`src/rtl/regfile_writeback_ctrl.sv`:
```
// Writeback-stage controller: arbitrates ALU results and buffered load results
// onto the single register-file write port and exports a pending-load mask.
module regfile_writeback_ctrl #(
   parameter int DEPTH  = 4,
   parameter int PTR_W  = 2,
   parameter int DATA_W = 32
) (
   input  logic              clk,
   input  logic              rst,
   input  logic              alu_valid,
   input  logic [4:0]        alu_rd,
   input  logic [DATA_W-1:0] alu_data,
   input  logic              ld_valid,
   input  logic [4:0]        ld_rd,
   input  logic [DATA_W-1:0] ld_data,
   output logic              ld_ready,
   output logic              writeCntrl,
   output logic [4:0]        writeAd,
   output logic [DATA_W-1:0] data,
   output logic [31:0]       pend_mask,
   output logic [PTR_W:0]    count
);

   localparam logic [PTR_W:0] FULL_COUNT = (PTR_W+1)'(DEPTH);

   logic [4:0]        entryRd    [DEPTH];
   logic [DATA_W-1:0] entryData  [DEPTH];
   logic [DEPTH-1:0]  entryValid;
   logic [DEPTH-1:0]  cancelVec;
   logic [PTR_W-1:0]  headPtr;
   logic [PTR_W-1:0]  tailPtr;

   logic aluWr;
   logic push;
   logic pop;
   logic notEmpty;
   logic headValid;

   assign aluWr    = alu_valid & (alu_rd != 5'd0);
   assign ld_ready = (count < FULL_COUNT);
   assign push     = ld_valid & ld_ready & (ld_rd != 5'd0);
   assign notEmpty = (count != '0);

   // ALU results are younger than every buffered load, so matching entries die.
   genvar gi;
   for (gi = 0; gi < DEPTH; gi++) begin : gCancel
      assign cancelVec[gi] = aluWr & entryValid[gi] & (entryRd[gi] == alu_rd);
   end

   assign headValid = entryValid[headPtr] & ~cancelVec[headPtr];
   // A dead head is retired even while the ALU owns the port.
   assign pop       = notEmpty & (~aluWr | ~headValid);

   always_comb begin
      pend_mask = '0;
      for (int i = 0; i < DEPTH; i++) begin
         if (entryValid[i]) pend_mask[entryRd[i]] = 1'b1;
      end
      pend_mask[0] = 1'b0;
   end

   always_ff @(posedge clk or posedge rst) begin
      if (rst) begin
         for (int i = 0; i < DEPTH; i++) begin
            entryRd[i]   <= '0;
            entryData[i] <= '0;
         end
         entryValid <= '0;
         headPtr    <= '0;
         tailPtr    <= '0;
         count      <= '0;
         writeCntrl <= 1'b0;
         writeAd    <= '0;
         data       <= '0;
      end else begin
         for (int i = 0; i < DEPTH; i++) begin
            if (push && tailPtr == PTR_W'(i)) begin
               entryValid[i] <= 1'b1;
               entryRd[i]    <= ld_rd;
               entryData[i]  <= ld_data;
            end else if ((pop && headPtr == PTR_W'(i)) || cancelVec[i]) begin
               entryValid[i] <= 1'b0;
            end
         end

         if (push) tailPtr <= tailPtr + 1'b1;
         if (pop)  headPtr <= headPtr + 1'b1;

         case ({push, pop})
            2'b10:   count <= count + 1'b1;
            2'b01:   count <= count - 1'b1;
            default: count <= count;
         endcase

         if (aluWr) begin
            writeCntrl <= 1'b1;
            writeAd    <= alu_rd;
            data       <= alu_data;
         end else if (notEmpty && headValid) begin
            writeCntrl <= 1'b1;
            writeAd    <= entryRd[headPtr];
            data       <= entryData[headPtr];
         end else begin
            writeCntrl <= 1'b0;
         end
      end
   end

endmodule

```
`config.mk`:
```
export PLATFORM = sky130hd
export DESIGN_NAME = regfile_writeback_ctrl
export DESIGN_NICKNAME = d
export VERILOG_FILES = /design/src/rtl/regfile_writeback_ctrl.sv
export SDC_FILE = /design/constraint.sdc
export NUM_CORES = 1
export LEC_CHECK = 0
export ABC_AREA = 1
export CAP_MARGIN = 0
export CORE_AREA = 2 2 141 143
export CTS_CLUSTER_DIAMETER = 30
export DETAILED_ROUTE_END_ITERATION = 6
export DIE_AREA = 0 0 143 145
export HOLD_SLACK_MARGIN = 0.03
export PLACE_DENSITY = 0.8
export SLEW_MARGIN = 25
export SYNTH_ARGS = -nofsm -noshare
export SYNTH_HDL_FRONTEND = slang
export SYNTH_SLANG_ARGS = --single-unit
```
`constraint.sdc`:
```
create_clock -name clk -period 9.39 [get_ports clk]
set_input_delay 1.878 -clock clk [delete_from_list [all_inputs] [get_ports clk]]
set_output_delay 1.878 -clock clk [all_outputs]
set_load 0.01 [all_outputs]
```
==> results of run 1 <==
## critical path, delay by kind of cell
| family | cells | cell delay [ns] |
|---|---|---|
| compound gates | 2 | 0.26 |
| xor+xnor | 1 | 0.15 |
| fa+ha+maj | 2 | 0.54 |
| buf+inv | 4 | 1.50 |
| simple gates | 8 | 1.19 |
## sequential cells by signal, indices dropped and copies added, names as in the netlist
name and count:
count 3, entryRd 20, data 32, writeAd 5
tailPtr 2, headPtr 2, writeCntrl 1, entryValid 4
entryData 128
## final cells by class
type | instances | area [sq um]
Fill cell | 1624 | 6700
Sequential cell | 197 | 4930
Multi-Input combinational cell | 935 | 4700
Timing Repair Buffer | 160 | 1580
Clock buffer | 17 | 425
Tap cell | 265 | 332
Inverter | 85 | 327
Clock inverter | 15 | 213
## cells in the final DEF (no fill, tap or decap), drive strengths merged, types with 2 or more instances in the layout
cell type / instances
a21boi: 2
a21oi: 16
a31oi: 3
buf: 10
bufinv: 3
clkbuf: 17
clkdlybuf4s50: 150
clkinv: 3
dfrtp: 197
ha: 9
inv: 93
nand2: 380
nand3: 98
nand4: 5
nor2: 80
nor3: 7
o21ai: 234
o221ai: 30
o22a: 28
o22ai: 33
xnor2: 4
xor2: 3
## worst max path at each step
stage | start | to | slack [ns] | cells past startpoint
after floorplan | rst | count[0]$_DFFE_PP0P_ | 2.14 | 1
after global placement | alu_rd[0] | count[2]$_DFFE_PP0P_ | 3.89 | 17
after detailed placement | alu_rd[2] | count[2]$_DFFE_PP0P_ | 3.77 | 17
after CTS | alu_rd[2] | count[2]$_DFFE_PP0P_ | 4.22 | 17
after global routing | alu_rd[2] | count[2]$_DFFE_PP0P_ | 3.85 | 17
final | alu_rd[0] | count[2]$_DFFE_PP0P_ | 4.14 | 17
## kinds of logic (layout without fill, tap and decap cells)
| logic type | after synthesis | in the layout | synth area share [%] |
|---|---|---|---|
| flops | 197 | 197 | 47.4 |
| fa+ha+maj | 10 | 10 | 1.28 |
| other cells | 1 | 1 | 0.0361 |
| simple gates | 570 | 570 | 23.9 |
| xor+xnor | 7 | 7 | 0.590 |
| compound gates | 347 | 347 | 19.3 |
| buf+inv | 171 | 277 | 7.47 |
## report_power, final
group / switching [mW] / total [mW] / leakage [nW] / internal (mW)
logic: 1.18 / 1.88 / 2.96 / 0.703
registers: 0.307 / 1.54 / 2.47 / 1.24
clock network: 0.352 / 0.785 / 0.311 / 0.433
total: 1.83 / 4.21 / 5.74 / 2.37
## metrics by stage
stage / setup WS (ns) / hold slack, ns / power (mW) / cells
finish: 4.14 / 0.484 / 4.21 / 1674
global route: 3.85 / 0.501 / 4.51 / 1674
CTS: 4.22 / 0.486 / 4.19 / 1674
detailed placement: 3.77 / 0.468 / 3.39 / 1642
global placement: 3.89 / 0.460 / 3.33 / 1642
floorplan: 2.14 / 0.448 / 2.78 / 1303
## metal layers
metal / GRT usage [%] / share of wire [%]
met1: 43.2 / 45
met2: 43.7 / 45
met3: 5.51 / 8.6
met4: 8.96 / 2.0
met5: 0 / 0
==> implementation parameters, run 1 <==
Parameter                              Value

Outcome
  Outcome ... finished clean

STA
  Final Skew ... 0.00796 ns
  Slew margin rel. ... 38.5%
  Maximum operating frequency ... 190 MHz
  Max-slew violation count ... 0
  Period utilization ... 56.0%
  Final hold vios ... 0
  Crit path time final ... 5.25 ns
  Final setup viols ... 0
  RSZ-0062 raised after global routing ... false
  Slew of the pin with the lowest slew margin ... 0.922 ns
  Aggregate negative setup slack ... 0 ns

Job
  MaxCap Viol Count ... 0

Setup path
  Standard cell with the maximum stage delay on the critical path ... sky130_fd_sc_hd__clkdlybuf4s50_1
  Slowest stage delay, CP ... 0.65 ns
  Worst path cell trace ... clkdlybuf4s50_1, nor2_1, nand3_2, nand2_4, inv_2, nand4_1, nand3_2, nand2_2, nand2_1, nand2_1, inv_1, ha_1, inv_1, fa_1, a21oi_1, o21ai_0, xor2_1
  Worst-case reg-to-reg path depth ... 13
  Arrival time reported for the critical path endpoint ... 5.57 ns
  Maximum fanout encountered on the critical timing path ... 41
  Data required, critical path ... 9.70 ns
  Kind of capture point of the worst setup path ... register
  R2r setup slk ... 6.32 ns
  Critical path class ... in2reg
  Type of element launching the critical path ... input pin
  Critical register-to-register path startpoint ... headPtr[0]$_DFFE_PP0P_
  Capturing point of the worst reg2reg path ... count[2]$_DFFE_PP0P_

Logic synthesis
  Most used standard cell by instance count after synthesis ... sky130_fd_sc_hd__nand2_1
  Total number of yosys warnings ... 0
  Fraction of synthesis flops using an asynchronous set or reset pin ... 100%
  Number of flops mapped to enable cells by yosys ... 0
  Leading cell types by total area after synthesis ... sky130_fd_sc_hd__dfrtp_1 47%, sky130_fd_sc_hd__nand2_1 14%, sky130_fd_sc_hd__o21ai_0 11%
  Mapped Cells ... 1303
  Sequential share of the synthesized area ... 47.4%
  Synthesized area per cell ... 7.98 sq um
  Number of nets in the synthesized netlist ... 1391
  Portion of synthesized cell area occupied by the leading cell type ... 47.4%
  Ranking of synthesized cells by instance count ... 376 x sky130_fd_sc_hd__nand2_1, 231 x sky130_fd_sc_hd__o21ai_0, 197 x sky130_fd_sc_hd__dfrtp_1, 77 x sky130_fd_sc_hd__inv_1, 75 x sky130_fd_sc_hd__nor2_1
  Number of synthesized register bits ... 197
  Yosys top cell by area ... sky130_fd_sc_hd__dfrtp_1
  Most common flop cell mapped by yosys ... sky130_fd_sc_hd__dfrtp_1
  Combined area of all synthesized cells ... 0.0104 sq mm
  Number of distinct standard cells referenced by the synthesized netlist ... 33

Die
  Chip height ... 145 um
  Initial standard-cell utilization of the core ... 54.1%
  Number of top-level design ports ... 152
  Die boundary width ... 143 um
  Row cnt ... 51
  Core area ... 0.0192 sq mm
  DIE AREA ... 0.0207 sq mm

Cells and area
  Nets ... 1484
  Share of cells above drive strength 1 ... 7.03%
  Number of diodes added for antenna fixing ... 0
  Layout overhead on the synthesized area ... 20.3%
  Post-Route Utilization ... 65.1%
  Final cell area excluding filler cells ... 0.0125 sq mm

GRT
  Antenna violations before repair ... 0
  Pin count of the biggest net entering global routing ... 125
  Wire length of the first global-routing pass ... 48.1 mm
  Total routing resource utilization after global routing ... 29.2%
  Grt total ovfl ... 0
  Number of global-route vias before repair ... 9109

Power and ir drop
  Worst vdd rail ir drop ... 176 uV
  Leakage power summed over all cells ... 5.74 nW
  Total power per unit cell area ... 336 mW/mm^2

Placed design
  Cell area reported after detailed placement ... 0.0119 sq mm
  GP Congestion ... 0.940
  Half-perimeter wire length after detailed placement ... 19.1 mm
  Count of buffers inserted at the top-level ports ... 150

Clock tree
  Clock insertion delay at the later pin of the skew report ... 0.44 ns
  CTS tree ... built
  Total number of H-tree levels ... 4
  Post-cts hold buffer count ... 0
  CTS Root Cell ... sky130_fd_sc_hd__clkbuf_16
  Post-CTS setup repair buffer count ... 0
  Gates resized, CTS repair ... 0
  Clock buffers created by TritonCTS ... 17
  Clk sinks ... 197
  Clock transition at the registers of the reported paths ... 0.07 ns
  Largest buffer count on any clock path ... 2

Routing
  Post-route ant nets ... 0
  DRC marker count from the first detailed-route iteration ... 1094
  Drt wl/cell ... 17.8 um
  Final wirelength ... 29.9 mm
  DRC errors left ... 0
  Total number of vias ... 9750
  Number of optimization iterations in the first detailed-route pass ... 5
  Via-to-Cell Ratio ... 5.82

Min path
  Number of cells on the worst hold path ... 2
  Hold Path Origin ... entryData[54]$_DFFE_PP0P_
  Path category of the worst min-delay check ... reg2reg
  Worst-case hold path end point ... entryData[54]$_DFFE_PP0P_
Note: power is estimated with default switching activity, not from simulation.
==> run 2, diff against run 1 <==
Settings changed: CORE_AREA 2 2 141 143 to 2 2 148 150, DIE_AREA 0 0 143 145 to 0 0 150 152, PLACE_DENSITY 0.8 to 0.76.
Clock period 9.39 ns to 4.5 ns, I/O delays scaled along.
==> run 2 against run 1 <==
Non-clock buffer count rose by 4. Critical endpoint unchanged. Total power rose by 110%. Critical path type unchanged. Hold slack got worse by 0.0020 ns.
==> implementation parameters, run 2 (same netlist as run 1, synthesis figures left out) <==
Parameter                              Value

Outcome
  Outcome ... finished clean

Cells and area
  Number of diodes added for antenna fixing ... 0 (unchanged)
  Most common cell after layout, fill and taps aside ... sky130_fd_sc_hd__nand2_1
  Count of non-filler cells in the finished layout ... 1693 (+1.1%)
  Most flop-heavy register ... entryData
  Most used cells in the layout excluding fill and tap cells ... 372 x sky130_fd_sc_hd__nand2_1, 231 x sky130_fd_sc_hd__o21ai_0, 196 x sky130_fd_sc_hd__dfrtp_1
  Nets ... 1488 (+0.27%)
  Top flop regs ... entryData x128, data x32, entryRd x20
  Post-Route Utilization ... 58.7% (-6.4 points)
  Filler instances ... 1970 (+21%)
  Share of cells above drive strength 1 ... 7.29% (+0.26 points)
  Final cell area excluding filler cells ... 0.0125 sq mm (+0.20%)
  Layout overhead on the synthesized area ... 20.5%
  Number of flip-flops in the largest register ... 128 (unchanged)

GRT
  Total routing resource utilization after global routing ... 26.9% (-2.3 points)
  Wire length of the first global-routing pass ... 48.6 mm (+0.97%)
  Grt total ovfl ... 0 (unchanged)
  Pin count of the biggest net entering global routing ... 198 (+58%)
  Antenna violations before repair ... 0 (unchanged)
  Number of global-route vias before repair ... 9170 (+0.67%)

STA
  Period utilization ... 79.8%
  Max-slew violation count ... 0 (unchanged)
  Slew margin rel. ... 48.4% (+9.9 points)
  Minimum setup slack in the final design ... 0.907 ns (-3.23 ns)
  Final hold slack ... 0.482 ns (-0.00201 ns)
  Crit path time final ... 3.59 ns
  Maximum operating frequency ... 278 MHz
  Slew of the pin with the lowest slew margin ... 0.775 ns (-0.148 ns)
  Final setup viols ... 0 (unchanged)
  Final hold vios ... 0 (unchanged)
  Aggregate negative setup slack ... 0 ns (unchanged)
  Final Skew ... 0.0105 ns (+0.00250 ns)
  RSZ-0062 raised after global routing ... false

Clock tree
  Gates resized, CTS repair ... 0 (unchanged)
  Clock buffers created by TritonCTS ... 17 (unchanged)
  Total number of H-tree levels ... 4 (unchanged)
  Post-CTS setup repair buffer count ... 0 (unchanged)
  Clk sinks ... 197 (unchanged)
  CTS Root Cell ... sky130_fd_sc_hd__clkbuf_16
  CTS tree ... built
  Largest buffer count on any clock path ... 2 (unchanged)
  Clock transition at the registers of the reported paths ... 0.07 ns (about the same)
  Clock insertion delay at the later pin of the skew report ... 0.44 ns (about the same)
  Post-cts hold buffer count ... 0 (unchanged)

Power and ir drop
  Worst vdd rail ir drop ... 375 uV (+110%)
  Net Sw Frac ... 44.4% (+0.78 points)
  Leakage power summed over all cells ... 5.73 nW (-0.14%)
  Sw Pwr ... 3.83 mW (+110%)
  Combinational share of power ... 44.9% (+0.3 points)
  Total Power ... 8.63 mW (+110%)
  Share of total power in sequential cells ... 37.7% (+1.0 points)
  Portion of total power attributed to the clock network ... 17.3% (-1.4 points)
  Total power per unit cell area ... 689 mW/mm^2 (+100%)
  Cell internal pwr ... 4.80 mW (+100%)

Routing
  Final wirelength ... 30.0 mm (+0.43%)
  Via-to-Cell Ratio ... 5.68 (-2.4%)
  Drt wl/cell ... 17.7 um (-0.70%)
  DRC errors left ... 0 (unchanged)
  DRC marker count from the first detailed-route iteration ... 866 (-21%)
  Total number of vias ... 9622 (-1.3%)
  Number of optimization iterations in the first detailed-route pass ... 5 (unchanged)
  Post-route ant nets ... 0 (unchanged)

Die
  DIE AREA ... 0.0228 sq mm (+10%)
  Initial standard-cell utilization of the core ... 48.7% (-5.4 points)
  Number of top-level design ports ... 152 (unchanged)
  Row cnt ... 54 (+5.9%)
  Chip height ... 152 um (+4.8%)
  Die boundary width ... 150 um (+4.9%)
  Core area ... 0.0214 sq mm (+11%)

Setup path
  Slowest stage delay, CP ... 0.66 ns (about the same)
  Capturing point of the worst reg2reg path ... count[2]$_DFFE_PP0P_
  R2r setup slk ... 1.40 ns (-4.92 ns)
  Cell class contributing the biggest share of worst-path delay ... buffers and inverters
  Critical path class ... in2reg
  Worst path bufs/invs ... 4 (unchanged)
  Critical register-to-register path startpoint ... entryRd[17]$_DFFE_PP0P_
  Data required, critical path ... 4.81 ns (-4.89 ns)
  Kind of capture point of the worst setup path ... register
  Type of element launching the critical path ... input pin
  Standard cell with the maximum stage delay on the critical path ... sky130_fd_sc_hd__clkdlybuf4s50_1
  Stages on worst setup path ... 17 (unchanged)
  Maximum fanout encountered on the critical timing path ... 18 (-56%)
  Worst path cell trace ... clkdlybuf4s50_1, nor2_2, nand3_2, nand2_4, inv_2, nand4_1, nand3_1, nand2_2, nand2_1, nand2_1, inv_1, ha_1, inv_1, fa_1, a21oi_1, o21ai_0, xor2_1
  Worst-case reg-to-reg path depth ... 16 (+3)
  Arrival time reported for the critical path endpoint ... 3.91 ns (-1.66 ns)
  Worst setup endpoint ... count[2]$_DFFE_PP0P_
  Critical Path Start ... alu_rd[2]

Job
  MaxCap Viol Count ... 0 (unchanged)

Min path
  Path category of the worst min-delay check ... reg2reg

Placed design
  Dpl ws ... 0.519 ns (-3.25 ns)
  Half-perimeter wire length after detailed placement ... 19.3 mm (+1.4%)
  Number of instances in the placed design ... 1660 (+1.1%)
  Cell area reported after detailed placement ... 0.0119 sq mm (+0.42%)
  Count of buffers inserted at the top-level ports ... 150 (unchanged)
  GP Congestion ... 0.935 (-0.51%)
==> run 2: cell types whose count changed in the layout (fill, tap and decap cells not counted), sizes merged <==
| cell | delta |
|---|---|
| buf | +4 |
| bufinv | -3 |
| clkinvlp | +3 |
| clkinv | +1 |
| inv | -1 |
==> run 2: power groups by stage <==
stage,registers (mW),logic (mW),clock network [mW]
final,3.25,3.88,1.50
after floorplan,3.08,2.73,0
after global routing,3.35,4.38,1.61
after global placement,3.23,3.77,0
after detailed placement,3.26,3.83,0
after CTS,3.23,3.86,1.52
==> run 2: worst register-to-register path, cell delays in order, from the launching register on <==
cell	delay, ns
sky130_fd_sc_hd__dfrtp_1	0.61
sky130_fd_sc_hd__inv_1	0.21
sky130_fd_sc_hd__nand2_1	0.10
sky130_fd_sc_hd__nand2_1	0.05
sky130_fd_sc_hd__nor2_1	0.17
sky130_fd_sc_hd__nand4_1	0.12
sky130_fd_sc_hd__nand3_1	0.12
sky130_fd_sc_hd__nand2_2	0.10
sky130_fd_sc_hd__nand2_1	0.20
sky130_fd_sc_hd__nand2_1	0.13
sky130_fd_sc_hd__inv_1	0.15
sky130_fd_sc_hd__ha_1	0.16
sky130_fd_sc_hd__inv_1	0.07
sky130_fd_sc_hd__fa_1	0.38
sky130_fd_sc_hd__a21oi_1	0.14
sky130_fd_sc_hd__o21ai_0	0.13
sky130_fd_sc_hd__xor2_1	0.16
==> run 2: how the worst min path moves through the flow <==
stage	start	to	slack, ns	cells past startpoint
5_1_grt	entryData[87]$_DFFE_PP0P_	entryData[87]$_DFFE_PP0P_	0.50	2
3_5_place_dp	entryData[44]$_DFFE_PP0P_	entryData[44]$_DFFE_PP0P_	0.47	2
3_3_place_gp	entryData[34]$_DFFE_PP0P_	entryData[34]$_DFFE_PP0P_	0.46	2
4_1_cts	entryData[58]$_DFFE_PP0P_	entryData[58]$_DFFE_PP0P_	0.49	2
2_1_floorplan	entryData[32]$_DFFE_PP0P_	entryData[32]$_DFFE_PP0P_	0.45	2
6_report	entryData[64]$_DFFE_PP0P_	entryData[64]$_DFFE_PP0P_	0.48	2
==> run 2: cell type report <==
type                            instances  area (sq um)  share of cell area [%]
Tap cell                              280           350                    2.80
Timing Repair Buffer                  164          1640                    13.1
Clock buffer                           17           425                    3.39
Clock inverter                         15           160                    1.28
Inverter                               85           323                    2.58
Multi-Input combinational cell        935          4700                    37.5
Sequential cell                       197          4930                    39.3
==> run 2: routing by layer <==
layer  track usage (%)  vias to the layer above  routed length (um)
met3              5.53                       40                2530
met4              7.55                        0                 495
li1                  -                     4568                   -
met1              40.2                     4598               13400
met2              39.9                      416               13600
met5                 0                        -                   0
==> run 3, diff against run 2 <==
Clock period 4.5 ns to 3.17 ns, I/O delays scaled along.
==> run 3 against run 2 <==
Register-to-register slack got worse by 0.93 ns. Routed wire length increased by 3.1%. Total power increased by 48%. Sequential power increased by 39%. Clock power increased by 54%. Largest cell class unchanged.
==> implementation parameters, run 3 (same netlist as run 1, synthesis figures left out) <==
Parameter                              Value

Outcome
  Outcome ... finished clean

GRT
  Wire length of the first global-routing pass ... 49.6 mm (+2.1%)
  Antenna violations before repair ... 0 (unchanged)
  Number of global-route vias before repair ... 9411 (+2.6%)
  Pin count of the biggest net entering global routing ... 79 (-60%)
  Grt total ovfl ... 0 (unchanged)
  Total routing resource utilization after global routing ... 27.4% (+0.49 points)

Power and ir drop
  Total power per unit cell area ... 993 mW/mm^2 (+44%)
  Cell internal pwr ... 7.31 mW (+52%)
  Total Power ... 12.8 mW (+48%)
  Worst vdd rail ir drop ... 538 uV (+44%)
  Sw Pwr ... 5.44 mW (+42%)
  Combinational share of power ... 46.4% (+1.5 points)
  Leakage power summed over all cells ... 5.92 nW (+3.2%)
  Net Sw Frac ... 42.7% (-1.7 points)
  Portion of total power attributed to the clock network ... 18.1% (+0.8 points)
  Share of total power in sequential cells ... 35.5% (-2.2 points)

Setup path
  Standard cell with the maximum stage delay on the critical path ... sky130_fd_sc_hd__clkdlybuf4s50_1
  Kind of capture point of the worst setup path ... output pin
  Critical register-to-register path startpoint ... entryRd[18]$_DFFE_PP0P_
  Worst-case reg-to-reg path depth ... 16 (unchanged)
  Data required, critical path ... 2.54 ns (-2.27 ns)
  Arrival time reported for the critical path endpoint ... 2.43 ns (-1.48 ns)
  Cell repeated most along the worst path ... sky130_fd_sc_hd__inv_1
  Slowest stage delay, CP ... 0.58 ns (-0.08 ns)
  R2r setup slk ... 0.47 ns (-0.93 ns)
  Worst path cell trace ... inv_1, nor3_1, inv_1, o221ai_1, clkdlybuf4s50_1
  Critical path class ... reg2out
  Type of element launching the critical path ... register
  Maximum fanout encountered on the critical timing path ... 7 (-11)
  Capturing point of the worst reg2reg path ... count[2]$_DFFE_PP0P_

Placed design
  Count of buffers inserted at the top-level ports ... 150 (unchanged)
  Dpl ws ... -0.195 ns (-0.714 ns)
  GP Congestion ... 0.938 (+0.28%)
  Half-perimeter wire length after detailed placement ... 20.7 mm (+6.7%)
  Cell area reported after detailed placement ... 0.0122 sq mm (+2.5%)

Cells and area
  Multi-input gate area ... 0.00471 sq mm (+0.11%)
  Filler instances ... 1897 (-3.7%)
  Final cell area excluding filler cells ... 0.0128 sq mm (+2.5%)
  Nets ... 1516 (+1.9%)
  Layout overhead on the synthesized area ... 23.5%
  Number of diodes added for antenna fixing ... 0 (unchanged)
  Most common cell after layout, fill and taps aside ... sky130_fd_sc_hd__nand2_1
  Share of cells above drive strength 1 ... 9.02% (+1.7 points)
  Most flop-heavy register ... entryData
  Top flop regs ... entryData x128, data x32, entryRd x20
  Most used cells in the layout excluding fill and tap cells ... 372 x sky130_fd_sc_hd__nand2_1, 231 x sky130_fd_sc_hd__o21ai_0, 196 x sky130_fd_sc_hd__dfrtp_1
  Number of flip-flops in the largest register ... 128 (unchanged)
  Area of all sequential standard cells ... 0.00493 sq mm (unchanged)

Routing
  DRC errors left ... 0 (unchanged)
  Number of optimization iterations in the first detailed-route pass ... 5 (unchanged)
  Post-route ant nets ... 0 (unchanged)
  Drt wl/cell ... 18.0 um (+1.4%)
  DRC marker count from the first detailed-route iteration ... 1011 (+17%)
  Via-to-Cell Ratio ... 5.69 (+0.10%)
  Final wirelength ... 30.9 mm (+3.1%)
  Total number of vias ... 9791 (+1.8%)

Clock tree
  Clock insertion delay at the later pin of the skew report ... 0.44 ns (about the same)
  Largest buffer count on any clock path ... 2 (unchanged)
  CTS Root Cell ... sky130_fd_sc_hd__clkbuf_16
  Clock buffers created by TritonCTS ... 17 (unchanged)
  Clock transition at the registers of the reported paths ... 0.07 ns (about the same)
  CTS tree ... built
  Clk sinks ... 197 (unchanged)
  Total number of H-tree levels ... 4 (unchanged)
  Post-cts hold buffer count ... 0 (unchanged)

STA
  Final Skew ... 0.0114 ns (+0.000977 ns)
  Slew margin rel. ... 53.7% (+5.3 points)
  Max-slew violation count ... 0 (unchanged)
  Slew of the pin with the lowest slew margin ... 0.695 ns (-0.0797 ns)
  RSZ-0062 raised after global routing ... false
  Minimum setup slack in the final design ... 0.105 ns (-0.802 ns)
  Final setup viols ... 0 (unchanged)
  Period utilization ... 96.7%
  Final hold vios ... 0 (unchanged)
  Maximum operating frequency ... 326 MHz
  Crit path time final ... 3.07 ns

Die
  Row cnt ... 54 (unchanged)
  Die boundary width ... 150 um (unchanged)
  Number of top-level design ports ... 152 (unchanged)
  Initial standard-cell utilization of the core ... 48.7% (unchanged)
  Chip height ... 152 um (unchanged)
  DIE AREA ... 0.0228 sq mm (unchanged)
  Core area ... 0.0214 sq mm (unchanged)

Min path
  Worst-case hold path end point ... entryData[88]$_DFFE_PP0P_
  Hold Path Origin ... entryData[88]$_DFFE_PP0P_
  Number of cells on the worst hold path ... 2 (unchanged)
  Path category of the worst min-delay check ... reg2reg

Job
  MaxCap Viol Count ... 0 (unchanged)
run 3: how the worst max path moves through the flow:
stage	startpoint	to	slack, ns	cells past startpoint
2_1_floorplan	rst	count[0]$_DFFE_PP0P_	-0.01	1
3_5_place_dp	alu_rd[3]	count[2]$_DFFE_PP0P_	-0.19	17
6_report	entryRd[6]$_DFFE_PP0P_	pend_mask[2]	0.10	5
3_3_place_gp	alu_rd[3]	count[2]$_DFFE_PP0P_	-0.20	17
4_1_cts	entryRd[6]$_DFFE_PP0P_	pend_mask[2]	0.11	5
5_1_grt	alu_rd[3]	count[2]$_DFFE_PP0P_	0.002	17
run 3: final cells by class:
cell class	count	area share [%]
tap	280	2.73
sequential	197	38.4
multi-input combinational	935	36.7
timing repair buffer	192	14.8
clock inverter	13	1.53
clock buffer	19	3.37
inverter	85	2.51
run 3: worst max-delay path: cells and delay by family, from the launching register on:
kind,cells,cell delay (ns)
AOI/OAI and AO/OA,1,0.27
buffers and inverters,3,0.93
DFF,1,0.46
and+or+nand+nor,1,0.33
run 3: per-stage QoR:
stage / hold slack (ns) / std cells / utilization [%] / setup TNS [ns]
finish: 0.480 / 1721 / 60.2 / 0
global route: 0.499 / 1721 / 60.2 / 0
CTS: 0.485 / 1721 / 60.1 / 0
detailed placement: 0.468 / 1689 / 57.2 / -0.205
global placement: 0.461 / 1689 / 57.2 / -0.201
floorplan: 0.448 / 1303 / - / -2.04
run 3: layer usage:
layer  GRT usage [%]  wire length [um]  up-vias
met1            40.4             14100     4707
li1                -                 -     4624
met4            8.49               512        0
met3            4.80              2370       41
met5               0                 0        -
met2            41.4             13900      419
run 3: power groups by stage:
stage | registers [mW] | logic [mW] | clock network [mW]
after detailed placement | 4.54 | 5.82 | 0
after CTS | 4.51 | 5.87 | 2.35
after global placement | 4.50 | 5.70 | 0
after floorplan | 4.37 | 3.87 | 0
final | 4.53 | 5.92 | 2.31
after global routing | 4.65 | 6.61 | 2.45
run 3: repair_timing:
item	in CTS	in global routing
setup endpoints to repair	0	1
buffers inserted	0	0
gates resized for setup	0	1
